--- src/rtl/conv_8_32.sv ---
// Byte-to-word assembler: packs four accepted bytes into one 32-bit word behind a valid/ready output.
// Latency: one edge from the 4th accepted byte to out32 (or from out_ready when a word is held).
// Backpressure: one word is parked in the assembly register; in_ready drops only while that word waits.
module conv_8_32 #(
    parameter int MSB_FIRST = 1,
    parameter int TIMEOUT   = 16,
    parameter int TO_W      = 5
) (
    input  logic        clk,
    input  logic        reset,
    input  logic [7:0]  in_data8,
    input  logic        in8,
    output logic        in_ready,
    output logic [31:0] out_data32,
    output logic        out32,
    input  logic        out_ready,
    output logic [1:0]  byte_cnt,
    output logic        err_timeout
);

    typedef enum logic {ASSEMBLE = 1'b0, HOLD = 1'b1} state_t;

    state_t            state_q, state_d;
    logic [31:0]       asm_q, asm_d;
    logic [1:0]        byte_cnt_q, byte_cnt_d;
    logic [TO_W-1:0]   idle_q, idle_d;
    logic              err_q, err_d;
    logic [31:0]       out_data_q, out_data_d;
    logic              out_vld_q, out_vld_d;

    logic              accept;
    logic              word_done;
    logic [1:0]        lane;
    logic [31:0]       asm_word;

    assign accept    = in8 && in_ready;
    assign word_done = accept && (byte_cnt_q == 2'd3);

    // FSM: state register
    always_ff @(posedge clk or negedge reset) begin
        if (!reset) begin
            state_q <= ASSEMBLE;
        end else begin
            state_q <= state_d;
        end
    end

    // FSM: next state
    always_comb begin
        state_d = state_q;
        case (state_q)
            ASSEMBLE: if (word_done && out_vld_q && !out_ready) state_d = HOLD;
            HOLD:     if (out_ready) state_d = ASSEMBLE;
            default:  state_d = ASSEMBLE;
        endcase
    end

    // FSM: outputs
    always_comb begin
        in_ready = (state_q == ASSEMBLE);
    end

    // Byte lane for the current position, honouring the configured byte order.
    always_comb begin
        lane     = (MSB_FIRST != 0) ? (2'd3 - byte_cnt_q) : byte_cnt_q;
        asm_word = asm_q;
        asm_word[{lane, 3'b000} +: 8] = in_data8;
    end

    always_comb begin
        asm_d      = asm_q;
        byte_cnt_d = byte_cnt_q;
        idle_d     = idle_q;
        err_d      = 1'b0;
        out_data_d = out_data_q;
        out_vld_d  = out_vld_q;

        if (out_ready) begin
            out_vld_d = 1'b0;
        end

        if (accept) begin
            byte_cnt_d = byte_cnt_q + 2'd1;
            idle_d     = '0;
            asm_d      = asm_word;
            if (word_done && (!out_vld_q || out_ready)) begin
                out_data_d = asm_word;
                out_vld_d  = 1'b1;
                asm_d      = '0;
            end
        end else if (state_q == HOLD) begin
            // The held word is always behind a valid output, so consume implies refill.
            if (out_ready) begin
                out_data_d = asm_q;
                out_vld_d  = 1'b1;
                asm_d      = '0;
            end
        end else if (byte_cnt_q == 2'd0) begin
            idle_d = '0;
        end else if (TIMEOUT > 0) begin
            if (idle_q == TO_W'(TIMEOUT - 1)) begin
                byte_cnt_d = 2'd0;
                asm_d      = '0;
                idle_d     = '0;
                err_d      = 1'b1;
            end else begin
                idle_d = idle_q + TO_W'(1);
            end
        end
    end

    always_ff @(posedge clk or negedge reset) begin
        if (!reset) begin
            asm_q      <= '0;
            byte_cnt_q <= 2'd0;
            idle_q     <= '0;
            err_q      <= 1'b0;
            out_data_q <= '0;
            out_vld_q  <= 1'b0;
        end else begin
            asm_q      <= asm_d;
            byte_cnt_q <= byte_cnt_d;
            idle_q     <= idle_d;
            err_q      <= err_d;
            out_data_q <= out_data_d;
            out_vld_q  <= out_vld_d;
        end
    end

    assign out_data32  = out_data_q;
    assign out32       = out_vld_q;
    assign byte_cnt    = byte_cnt_q;
    assign err_timeout = err_q;

endmodule
--- config.mk ---
export PLATFORM = sky130hd
export DESIGN_NAME = conv_8_32
export DESIGN_NICKNAME = d
export VERILOG_FILES = /design/src/rtl/conv_8_32.sv
export SDC_FILE = /design/constraint.sdc
export NUM_CORES = 1
export LEC_CHECK = 0
export CAP_MARGIN = 20
export CORE_MARGIN = 2
export CORE_UTILIZATION = 30
export DETAILED_ROUTE_END_ITERATION = 8
export GPL_TIMING_DRIVEN = 0
export PLACE_DENSITY = 0.57
export SYNTH_ARGS = -nofsm -noshare
export SYNTH_HDL_FRONTEND = slang
export SYNTH_SLANG_ARGS = --single-unit
--- constraint.sdc ---
create_clock -name clk -period 2.2 [get_ports clk]
set_input_delay 0.55 -clock clk [delete_from_list [all_inputs] [get_ports clk]]
set_output_delay 0.55 -clock clk [all_outputs]
set_load 0.05 [all_outputs]
Word-level counts from Yosys, hierarchy flattened:

Cells that the tools add are included.

* add/subtract/negate cells: 4
* equality and inequality tests: 7
* shift-type cells: 2
* mux-type cells: 31
* bitwise logic cells: 1
* reductions and logical operators: 16

Operators with widths (number)
* two-way mux 32 bit: 10
* bitwise mux 32 bit: 1
* variable shift 8 x 7 -> 32 bit, first input constant: 1
* variable part select 8 x 7 -> 32 bit: 1
* two-way mux 5 bit: 4
* two-way mux 1 bit: 11
* AND reduction 3 bit: 3
* two-way mux 2 bit: 4
* negation 5 -> 7 bit: 1
* nonzero test 2 bit: 3
* adder 5 x 1 -> 5 bit, second input constant: 1
* equality test 5 x 4 -> 1 bit, second input constant: 1
* logical AND 1 bit: 5
* inequality test 2 x 1 -> 1 bit, second input constant: 2
* inequality test 3 x 2 -> 1 bit, second input constant: 1
* inequality test 3 bit, second input constant: 1
* nonzero test 3 bit: 1
* adder 2 x 1 -> 2 bit, second input constant: 1
* equality test 2 bit, second input constant: 1
* zero test 1 bit: 2
* zero test 2 bit: 1
* inequality test 2 bit, second input constant: 1
* one-hot mux 1 bit (2 select lines): 1
* subtractor 2 bit, first input constant: 1
* other kinds (2): 2

* register bits after elaboration: 74
* output and inout port bits: 37
* word-level logic and storage cells: 68

Depth between registers and ports, before layout:

Gate-level depths: netlist of run 1.

* word-level depth: 7
* depth in mapped cells: 8

Least setup slack after synthesis of run 1:

OpenSTA, ideal clock, no wires.

* kind: flip-flop to flip-flop
* start: reg byte_cnt_q[0] (netlist: byte_cnt[0])
* end: reg asm_q[10]
* data arrival time: 2.035 ns
* data required time: 2.084 ns
* path slack: 0.050 ns
* stages on the path, launching flop included: 7
* period minus slack after synthesis: 2.150 ns
* cell sequence: dfrtp_1 -> buf_2 -> inv_1 -> ha_1 -> nor4b_2 -> nand3_1 -> o311ai_0

* cells in the longest elaborated chain, start to end: 6
* elaborated cells between the ends (all ways): 13

Ends and longest elaborated chain
* from (decl): line 25 `logic [1:0] byte_cnt_q, byte_cnt_d;`
* from (signal assigned): line 122 `byte_cnt_q <= byte_cnt_d;`
* subtractor 2 bit: line 65 `lane = (MSB_FIRST != 0) ? (2'd3 - byte_cnt_q) : byte_cnt_q;`
* negation 5 -> 7 bit: line 67 `asm_word[{lane, 3'b000} +: 8] = in_data8;`
* variable part select 8 x 7 -> 32 bit / variable shift 8 x 7 -> 32 bit (equally long branches): line 67
* bitwise mux 32 bit: line 67
* two-way mux 32 bit: line 86 `if (word_done && (!out_vld_q || out_ready)) begin`
* two-way mux 32 bit: line 82 `if (accept) begin`
* to (signal assigned): line 121 `asm_q <= asm_d;`
* to (decl): line 24 `logic [31:0] asm_q, asm_d;`

Parallel ways exist; a longest one is shown, timed or not.
A chain may end at the register's enable or synchronous reset.

Worst setup path after layout of run 1:

* start: reg byte_cnt_q[0] (netlist: byte_cnt[0])
* end: out byte_cnt[0]

RTL lines
* to (decl): line 17 `output logic [1:0] byte_cnt,`

No word-level cell between the ends.

==> impl_results.md, run 1 <==
- Max Root-Sink Buffers: 2
- Initial antenna violation count: 0
- Switch Pwr: 2.655 mW
- Cell depth of the worst setup path: 1
- Leakage: 2.116 nW
- Routed WL per cell: 17.52 um
- Most common cell after layout, fill and taps aside: dfrtp_1
- Syn_area_per_cell: 10.68 um2
- Clock H-tree levels: 3
- Post-synth top area share: 0.4540
- DRT Pass-1 Iters: 5
- Slew @ Worst Pin: 0.5318 ns
- Most used routing layer: met2
- Global-route wire length before repair: 18.11 mm
- Peak supply drop: 0.0004519 V
- CP endpoint kind: output pin
- Die height: 120.6 um
- DRT Wirelength: 10.93 mm
- Rel. slew slack: 0.6455
- Vias per cell: 5.324
- Min-Delay Path Class: in2async
- TritonCTS Buffers: 9
- RSZ-0062 raised after global routing: false
- Clk_lat worst skew: 0.34 ns
- Max Freq: 0.4753 GHz
- Rows: 42
- Mapped Cells: 382
- Number of buffers inserted by hold repair at cts: 0
- Global routing usage on met2: 0.2458
- Non-Filler Instances: 624
- Synth-to-Final Area Change: 26.75%
- Crit-path max FO: 5
- Delay-heaviest family, CP: buffers and inverters
- Worst hold slack: 0.1180 ns
- Post-DRT Antenna Nets: 0
- Pwr Total: 6.432 mW
- Clk slew on worst S/H paths: 0.06 ns
- # nets final: 462
- Final Wtd Congestion: 0.8227
- Clk pwr share: 0.234
- Mapped Area: 4079 um2
- GRT Util Overall: 0.1587
- Fill cells: 1319
- Flop2flop setup slack: 0.15 ns
- FF-to-FF path depth: 8
- WS Path Type: reg2out
- Final Slew Violations: 0
- Final hold viol count: 0
- Syn Nets: 401
- Maximum capacitance violations: 0
- Final core utilization: 0.3904
- Yosys warning count: 0
- Final setup margin: 0.09589 ns
- Port bufs: 48
- Gr ovfl total: 0
- Commonest cells after routing, fill and taps aside: dfrtp_1, clkdlybuf4s50_1, nand3_1
- Int Power: 3.777 mW
- Clock Sinks: 74
- Largest net degree at the start of global routing: 52
- Critical path's largest stage delay: 0.81 ns
- Comb power frac: 0.464
- Synth cell types: 40
- Dpl cells: 607
- Skew final: 0.009395 ns
- Crit path DAT: 1.55 ns
- Critical path, cell by cell: clkdlybuf4s50_1
- Die Wd: 120.6 um
- Total negative slack: 0 ns
- # diodes: 0
- Met1 Resource Use GR: 0.2179
- Sequential area share after synthesis: 0.4540
- Critical Path Source Type: register
- Core area: 13240 um2
- Root Buffer: clkbuf_16
- Cell Pwr Density: 1244 nW/um2
- DRC: 0
- Die ar.: 14550 um2
- Initial core utilization: 0.3080
- Layout cells sized above 1: 0.1875
- Slowest stage cell, crit path: clkdlybuf4s50_1
- Hpwl dp: 7.698 mm
- DR vias: 3322
- Sw Ratio: 0.4128
- Worst R2R End: asm_q[14]
- Post-synth top area cell: dfrtp_1
- CTS tree: yes
- Bufs and invs on worst path: 1
- Critical R2R Launch: byte_cnt[0]
- Seq pwr share: 0.302
- Final setup vio count: 0
- Tcrit/Tclk final: 0.9564
- Time the worst path needs with I/O delays and setup: 2.104 ns
- M3 GR Usage: 0.02736
- I/O pin count: 49
- First DRT Iteration DRCs: 224
- Worst endpoint required time: 1.65 ns
- Vias in the first global route: 3493
- Post-Layout Inst Area: 5170 um2
- Placed cell areas: 4805 um2
- Run status: complete, no violations
- Seq cells post-synth: 74
- Ranking of synthesized cells by area: dfrtp_1, mux2_4, o211ai_1
- Pre-CTS WS: -0.1531 ns
## layout make-up
type / instances / area [um2] / share of cell area
Buffer: 38 / 265.3 / 0.05131
Multi-Input combinational cell: 233 / 1859 / 0.3596
Timing Repair Buffer: 50 / 526.8 / 0.1019
Clock buffer: 12 / 256.5 / 0.04961
Inverter: 37 / 138.9 / 0.02686
Clock inverter: 4 / 50.05 / 0.009681
Sequential cell: 74 / 1853 / 0.3584
Tap cell: 176 / 220.2 / 0.04259
## how the worst max path moves through the flow
| stage | to | slack (ns) | start |
|---|---|---|---|
| after floorplan | asm_q[10] | 0.05 | byte_cnt[0] |
| after global placement | out_data32[4] | -2.07 | reset |
| after detailed placement | out_data32[16] | -0.15 | in8 |
| after CTS | byte_cnt[1] | 0.007 | byte_cnt[1] |
| after global routing | asm_q[7] | 0.006 | byte_cnt[0] |
| final | byte_cnt[0] | 0.1 | byte_cnt[0] |
## registers in the layout, indices dropped and copies added, names as in the netlist, named ones only
signal       count
idle_q           5
out_data32      32
byte_cnt         2
asm_q           32
err_timeout      1
state_q          1
## per-layer routing
| metal | up-vias | share of wire | routed length [um] |
|---|---|---|---|
| li1 | 1538 | - | - |
| met1 | 1668 | 0.46 | 4992 |
| met2 | 101 | 0.47 | 5191 |
| met3 | 15 | 0.052 | 571 |
| met4 | 0 | 0.016 | 179 |
| met5 | - | 0 | 0 |
## cell families (layout without fill, tap and decap cells)
kind of cell	count (synthesis)	after routing	share of synthesized area
muxes	34	34	0.1110
adders and majority gates	7	7	0.02147
AOI/OAI and AO/OA	91	91	0.1770
and+or+nand+nor	101	101	0.1383
DFF	74	74	0.4540
buffers and inverters	75	141	0.09816
## synth_stat cells (all sizes together)
cell	count
dfrtp	74
nand3	38
inv	37
o211ai	32
buf	31
mux2	24
o311ai	24
nor2	21
o2111ai	16
nand2	14
mux2i	10
nand4b	9
o22ai	8
clkbuf	7
ha	7
and3b	5
nand3b	5
o21ai	4
a21oi	2
a31oi	2
nor2b	2
nor4	2
and2b	1
nor3	1
nor4b	1
nor4bb	1
o21bai	1
o2bb2a	1
o31ai	1
or2	1
## power groups by stage
| stage | logic, mW | clock network (mW) | registers [mW] |
|---|---|---|---|
| 3_5_place_dp | 2.91 | 0 | 1.97 |
| 6_report | 2.98 | 1.51 | 1.94 |
| 2_1_floorplan | 1.31 | 0 | 2.67 |
| 3_3_place_gp | 2.87 | 0 | 1.96 |
| 4_1_cts | 2.94 | 1.54 | 1.95 |
| 5_1_grt | 3.19 | 1.59 | 2.00 |
## repair_timing
action                     in CTS  in global routing
buffers inserted                0                  1
setup endpoints to repair       4                 44
gates resized for setup         2                  8
Power figures use the tool's default switching activity.
==> run 2, diff against run 1 <==
- CORE_ASPECT_RATIO: default -> 0.7
==> impl_results.md, run 2 (synthesis results as in run 1) <==
- Worst endpoint required time: 1.65 ns (about the same)
- Die ar.: 14560 um2 (about the same)
- TritonCTS Buffers: 9 (unchanged)
- Clk_lat worst skew: 0.34 ns (about the same)
- Time the worst path needs with I/O delays and setup: 2.165 ns (+0.06082 ns)
- Rel. slew slack: 0.5639 (-0.08157)
- Rows: 35 (-17%)
- Placed cell areas: 4816 um2 (+0.23%)
- DRC: 0 (unchanged)
- Final Wtd Congestion: 0.8248 (+0.26%)
- Cell Pwr Density: 1263 nW/um2 (+1.5%)
- Root Buffer: clkbuf_16
- Die Wd: 143.4 um (+19%)
- Critical path's largest stage delay: 0.84 ns (+0.03 ns)
- Final hold viol count: 0 (unchanged)
- Clock H-tree levels: 3 (unchanged)
- Synth-to-Final Area Change: 26.44%
- Final setup vio count: 0 (unchanged)
- Flop2flop setup slack: 0.09 ns (-0.06 ns)
- Max Root-Sink Buffers: 2 (unchanged)
- # diodes: 0 (unchanged)
- Commonest cells after routing, fill and taps aside: dfrtp_1, clkdlybuf4s50_1, nand3_1
- Routed WL per cell: 18.22 um (+4.0%)
- Vias per cell: 5.377 (+0.99%)
- Run status: complete, no violations
- DRT Wirelength: 11.51 mm (+5.3%)
- Pwr Total: 6.516 mW (+1.3%)
- Tcrit/Tclk final: 0.9841 (+0.02765)
- Delay-heaviest family, CP: buffers and inverters
- CP endpoint kind: output pin
- Layout cells sized above 1: 0.1857 (-0.001818)
- Multi-input combinational cell area: 1844 um2 (-0.81%)
- # nets final: 461 (-0.22%)
- Critical path, cell by cell: clkdlybuf4s50_1
- GRT Util Overall: 0.1689 (+0.01021)
- Total negative slack: 0 ns (unchanged)
- Crit-path max FO: 5 (unchanged)
- Max Freq: 0.4619 GHz (-2.8%)
- Core area: 13230 um2 (-0.13%)
- Gr ovfl total: 0 (unchanged)
- DR vias: 3398 (+2.3%)
- Slew @ Worst Pin: 0.6487 ns (+0.1169 ns)
- RSZ-0062 raised after global routing: true
- Skew final: 0.004625 ns (-0.004770 ns)
- Start point of the critical path: byte_cnt[1]
- Largest net degree at the start of global routing: 51 (-1.9%)
- Slowest stage cell, crit path: clkdlybuf4s50_1
- Min-Delay Path Class: in2async
- Global-route wire length before repair: 18.93 mm (+4.6%)
- Initial antenna violation count: 0 (unchanged)
- Fill cells: 1310 (-0.68%)
- Storage cell area: 1853 um2 (unchanged)
- Most common cell after layout, fill and taps aside: dfrtp_1
- Post-DRT Antenna Nets: 0 (unchanged)
- CTS tree: yes
- Hpwl dp: 8.266 mm (+7.4%)
- Port bufs: 48 (unchanged)
- WS Path Type: reg2out
- Die height: 101.6 um (-16%)
- Maximum capacitance violations: 0 (unchanged)
- Setup bufs post-CTS: 0 (unchanged)
- Clock Sinks: 74 (unchanged)
- Cell depth of the worst setup path: 1 (unchanged)
- Crit path DAT: 1.61 ns (+0.06 ns)
- Clk slew on worst S/H paths: 0.06 ns (about the same)
- Final Slew Violations: 0 (unchanged)
- Peak supply drop: 0.0004191 V (-7.3%)
- CTS resizes: 2 (unchanged)
- I/O pin count: 49 (unchanged)
- Worst R2R End: asm_q[27]
- Bufs and invs on worst path: 1 (unchanged)
- Critical R2R Launch: byte_cnt[0]
- Post-Layout Inst Area: 5157 um2 (-0.24%)
- Number of buffers inserted by hold repair at cts: 0 (unchanged)
- Vias in the first global route: 3532 (+1.1%)
- Critical Path Source Type: register
- FF-to-FF path depth: 6 (-2)
- Leakage: 2.105 nW (-0.52%)
- CP Capture Point: byte_cnt[1]
- Initial core utilization: 0.3084 (+0.0004080)
- DRT Pass-1 Iters: 5 (unchanged)
- First DRT Iteration DRCs: 225 (+0.45%)
run 2: worst min-delay path by stage:
stage               startpoint        endpoint  slack (ns)
floorplan                reset       async pin        0.25
global placement     idle_q[4]       idle_q[4]        0.48
detailed placement   idle_q[4]       idle_q[4]        0.49
CTS                      reset  out_data32[29]        0.14
global route             reset  out_data32[29]        0.15
finish                   reset  out_data32[29]        0.13
run 2: layout make-up:
class	instances	area share
Clock buffer	11	0.04706
Clock inverter	5	0.01504
Timing Repair Buffer	49	0.09777
Tap cell	185	0.04488
Buffer	38	0.05143
Multi-Input combinational cell	233	0.3576
Inverter	37	0.02693
Sequential cell	74	0.3593
run 2: power breakdown:
part / switching (mW) / internal (mW)
Combinational: 1.88 / 1.10
Sequential: 0.233 / 1.71
Clock: 0.571 / 1.02
Total: 2.68 / 3.83
run 2: stage by stage:
stage / setup slack [ns] / cells / util / hold WS (ns)
after global routing: -0.01248 / 632 / 0.3900 / 0.1499
final: 0.03506 / 632 / 0.3900 / 0.1328
after global placement: -2.147 / 615 / 0.3623 / 0.4762
after CTS: -0.01255 / 632 / 0.3889 / 0.1367
after detailed placement: -0.1765 / 616 / 0.3641 / 0.4911
after floorplan: 0.04980 / 382 / - / 0.2544
run 2: metal layers:
layer | vias up | part of all wire | wire length (um) | GRT usage
met2 | 126 | 0.45 | 5195 | 0.2630
li1 | 1534 | - | - | -
met1 | 1728 | 0.47 | 5458 | 0.2378
met3 | 10 | 0.068 | 786 | 0.04965
met5 | - | 0 | 0 | 0
met4 | 0 | 0.0063 | 72 | 0.02790
==> run 3, diff against run 2 <==
- CORE_UTILIZATION: 30 -> 56
- PLACE_DENSITY: 0.57 -> 0.89
- RECOVER_POWER: default -> 25
==> impl_results.md, run 3 (synthesis results as in run 1) <==
- Run status: complete, but fails checks
- Failing checks: capacitance limit, slew limit
- Critical path, cell by cell: clkdlybuf4s50_1
- Max Freq: 0.4673 GHz (+1.2%)
- CP endpoint kind: output pin
- DRT Wirelength: 10.57 mm (-8.2%)
- Root Buffer: clkbuf_8
- Slowest stage cell, crit path: clkdlybuf4s50_1
- Rows: 25 (-29%)
- Port bufs: 48 (unchanged)
- M3 GR Usage: 0.07870 (+0.02905)
- Leakage: 2.036 nW (-3.3%)
- # nets final: 460 (-0.22%)
- Vias in the first global route: 3466 (-1.9%)
- Die height: 75.41 um (-26%)
- Critical R2R Launch: byte_cnt[0]
- Bufs and invs on worst path: 1 (unchanged)
- RSZ-0062 raised after global routing: false
- Initial antenna violation count: 0 (unchanged)
- Cell Pwr Density: 1204 nW/um2 (-4.7%)
- Min-delay src: idle_q[4]
- Most common cell after layout, fill and taps aside: dfrtp_1
- CTS tree: yes
- Crit-path max FO: 4 (-1)
- Number of buffers inserted by hold repair at cts: 0 (unchanged)
- Global-route wire length before repair: 17.73 mm (-6.3%)
- TritonCTS Buffers: 9 (unchanged)
- Post-DRT Antenna Nets: 0 (unchanged)
- Initial core utilization: 0.5900 (+0.2816)
- Hpwl dp: 7.222 mm (-13%)
- DRT Pass-1 Iters: 5 (unchanged)
- Fill cells: 511 (-61%)
- Cell depth of the worst setup path: 1 (unchanged)
- Die Wd: 106.0 um (-26%)
- DR vias: 3460 (+1.8%)
- Most used routing layer: met2
- Worst hold slack: 0.5043 ns (+0.3716 ns)
- Met1 Resource Use GR: 0.4149 (+0.1771)
- Final setup vio count: 0 (unchanged)
- Pre-CTS WS: -0.1134 ns (+0.06311 ns)
- Global routing usage on met2: 0.4337 (+0.1707)
- GRT Util Overall: 0.2887 (+0.1198)
- # diodes: 0 (unchanged)
- FF-to-FF path depth: 6 (unchanged)
- I/O pin count: 49 (unchanged)
- Vias per cell: 6.407 (+19%)
- Gr ovfl total: 0 (unchanged)
- Final setup margin: 0.05994 ns (+0.02487 ns)
- Delay-heaviest family, CP: buffers and inverters
- Skew final: 0.01386 ns (+0.009240 ns)
- Clk slew on worst S/H paths: 0.07 ns (about the same)
- WS Path Type: reg2out
- Crit path DAT: 1.59 ns (-0.02 ns)
- Synth-to-Final Area Change: 19.45%
- Peak supply drop: 0.0008310 V (+98%)
- Worst endpoint required time: 1.65 ns (about the same)
- Clock H-tree levels: 3 (unchanged)
- Slew @ Worst Pin: 1.818 ns (+1.170 ns)
- Clock Sinks: 74 (unchanged)
- Final hold viol count: 0 (unchanged)
- DRC: 0 (unchanged)
- Worst Hold Path Cells: 1
- Routed WL per cell: 19.56 um (+7.4%)
- Core area: 6913 um2 (-48%)
- Clk_lat worst skew: 0.36 ns (+0.02 ns)
- First DRT Iteration DRCs: 337 (+50%)
- Maximum capacitance violations: 1 (+1)
- Time the worst path needs with I/O delays and setup: 2.140 ns (-0.02487 ns)
- Layout cells sized above 1: 0.1839 (-0.001826)
- Rel. slew slack: -0.2122 (-0.7762)
- Min-Delay Path Class: reg2reg
- Critical path's largest stage delay: 0.83 ns (about the same)
- Commonest cells after routing, fill and taps aside: dfrtp_1, clkdlybuf4s50_1, nand3_1
- Final Wtd Congestion: 0.9111 (+10%)
- Final Slew Violations: 75 (+75)
- Max Root-Sink Buffers: 2 (unchanged)
- Critical Path Source Type: register
- Die ar.: 7993 um2 (-45%)
- Largest net degree at the start of global routing: 75 (+47%)
- Tcrit/Tclk final: 0.9728 (-0.01131)
==> run 3: cell types whose count changed in the layout (fill, tap and decap cells not counted), moves of 2 or more <==
cell	previous run	this run
clkbuf_16	9	0
dlymetal6s2s_1	0	2
bufinv_16	2	0
clkdlybuf4s50_1	46	44
clkinvlp_4	1	3
clkbuf_8	1	9
==> run 3: path summary, 6_finish.rpt <==
check | end | slack (ns)
setup / recovery | out32 | 0.06
hold / removal | idle_q[4] | 0.50
setup reg to reg | out_data32[5] | 0.08
hold reg to reg | idle_q[4] | 0.50
max in group asynchronous | out_data32[5] | 0.45
min in group asynchronous | out_data32[24] | 0.68
==> run 3: repair_timing <==
action | 4_1_cts | 5_1_grt
endpoints found under the setup margin | 2 | 34
gates cloned | 0 | 0
resized for setup | 2 | 9
setup buffers | 0 | 0
==> run 3: area by class of cell <==
cell class	count	area (um2)	share of cell area
buffer	38	265.3	0.05444
timing repair buffer	48	479.2	0.09836
multi-input combinational	233	1849	0.3796
clock inverter	7	46.29	0.009502
inverter	37	138.9	0.02851
tap	94	117.6	0.02414
clock buffer	9	123.9	0.02542
sequential	74	1852	0.3801
==> run 3: report_power, final <==
group	leakage (nW)	internal, mW	switching, mW
clock network	0.0810	0.404	0.540
logic	0.937	1.10	1.88
registers	1.02	1.71	0.232
total	2.04	3.21	2.65
==> run 3: through the flow <==
stage	setup TNS (ns)	cells	utilization	instance area (um2)	total power, mW
after floorplan	0	382	-	4079	3.983
after global placement	-141.17	524	0.6766	4677	4.774
after detailed placement	-3.864	524	0.6762	4674	4.860
after CTS	0	540	0.7019	4852	5.821
after global routing	0	540	0.7048	4872	6.178
final	0	540	0.7048	4872	5.865
==> run 3: metal layers <==
metal  share of wire  wire length, um
met3           0.099             1042
met4           0.018              185
met1            0.45             4706
met2            0.44             4630
met5               0                0
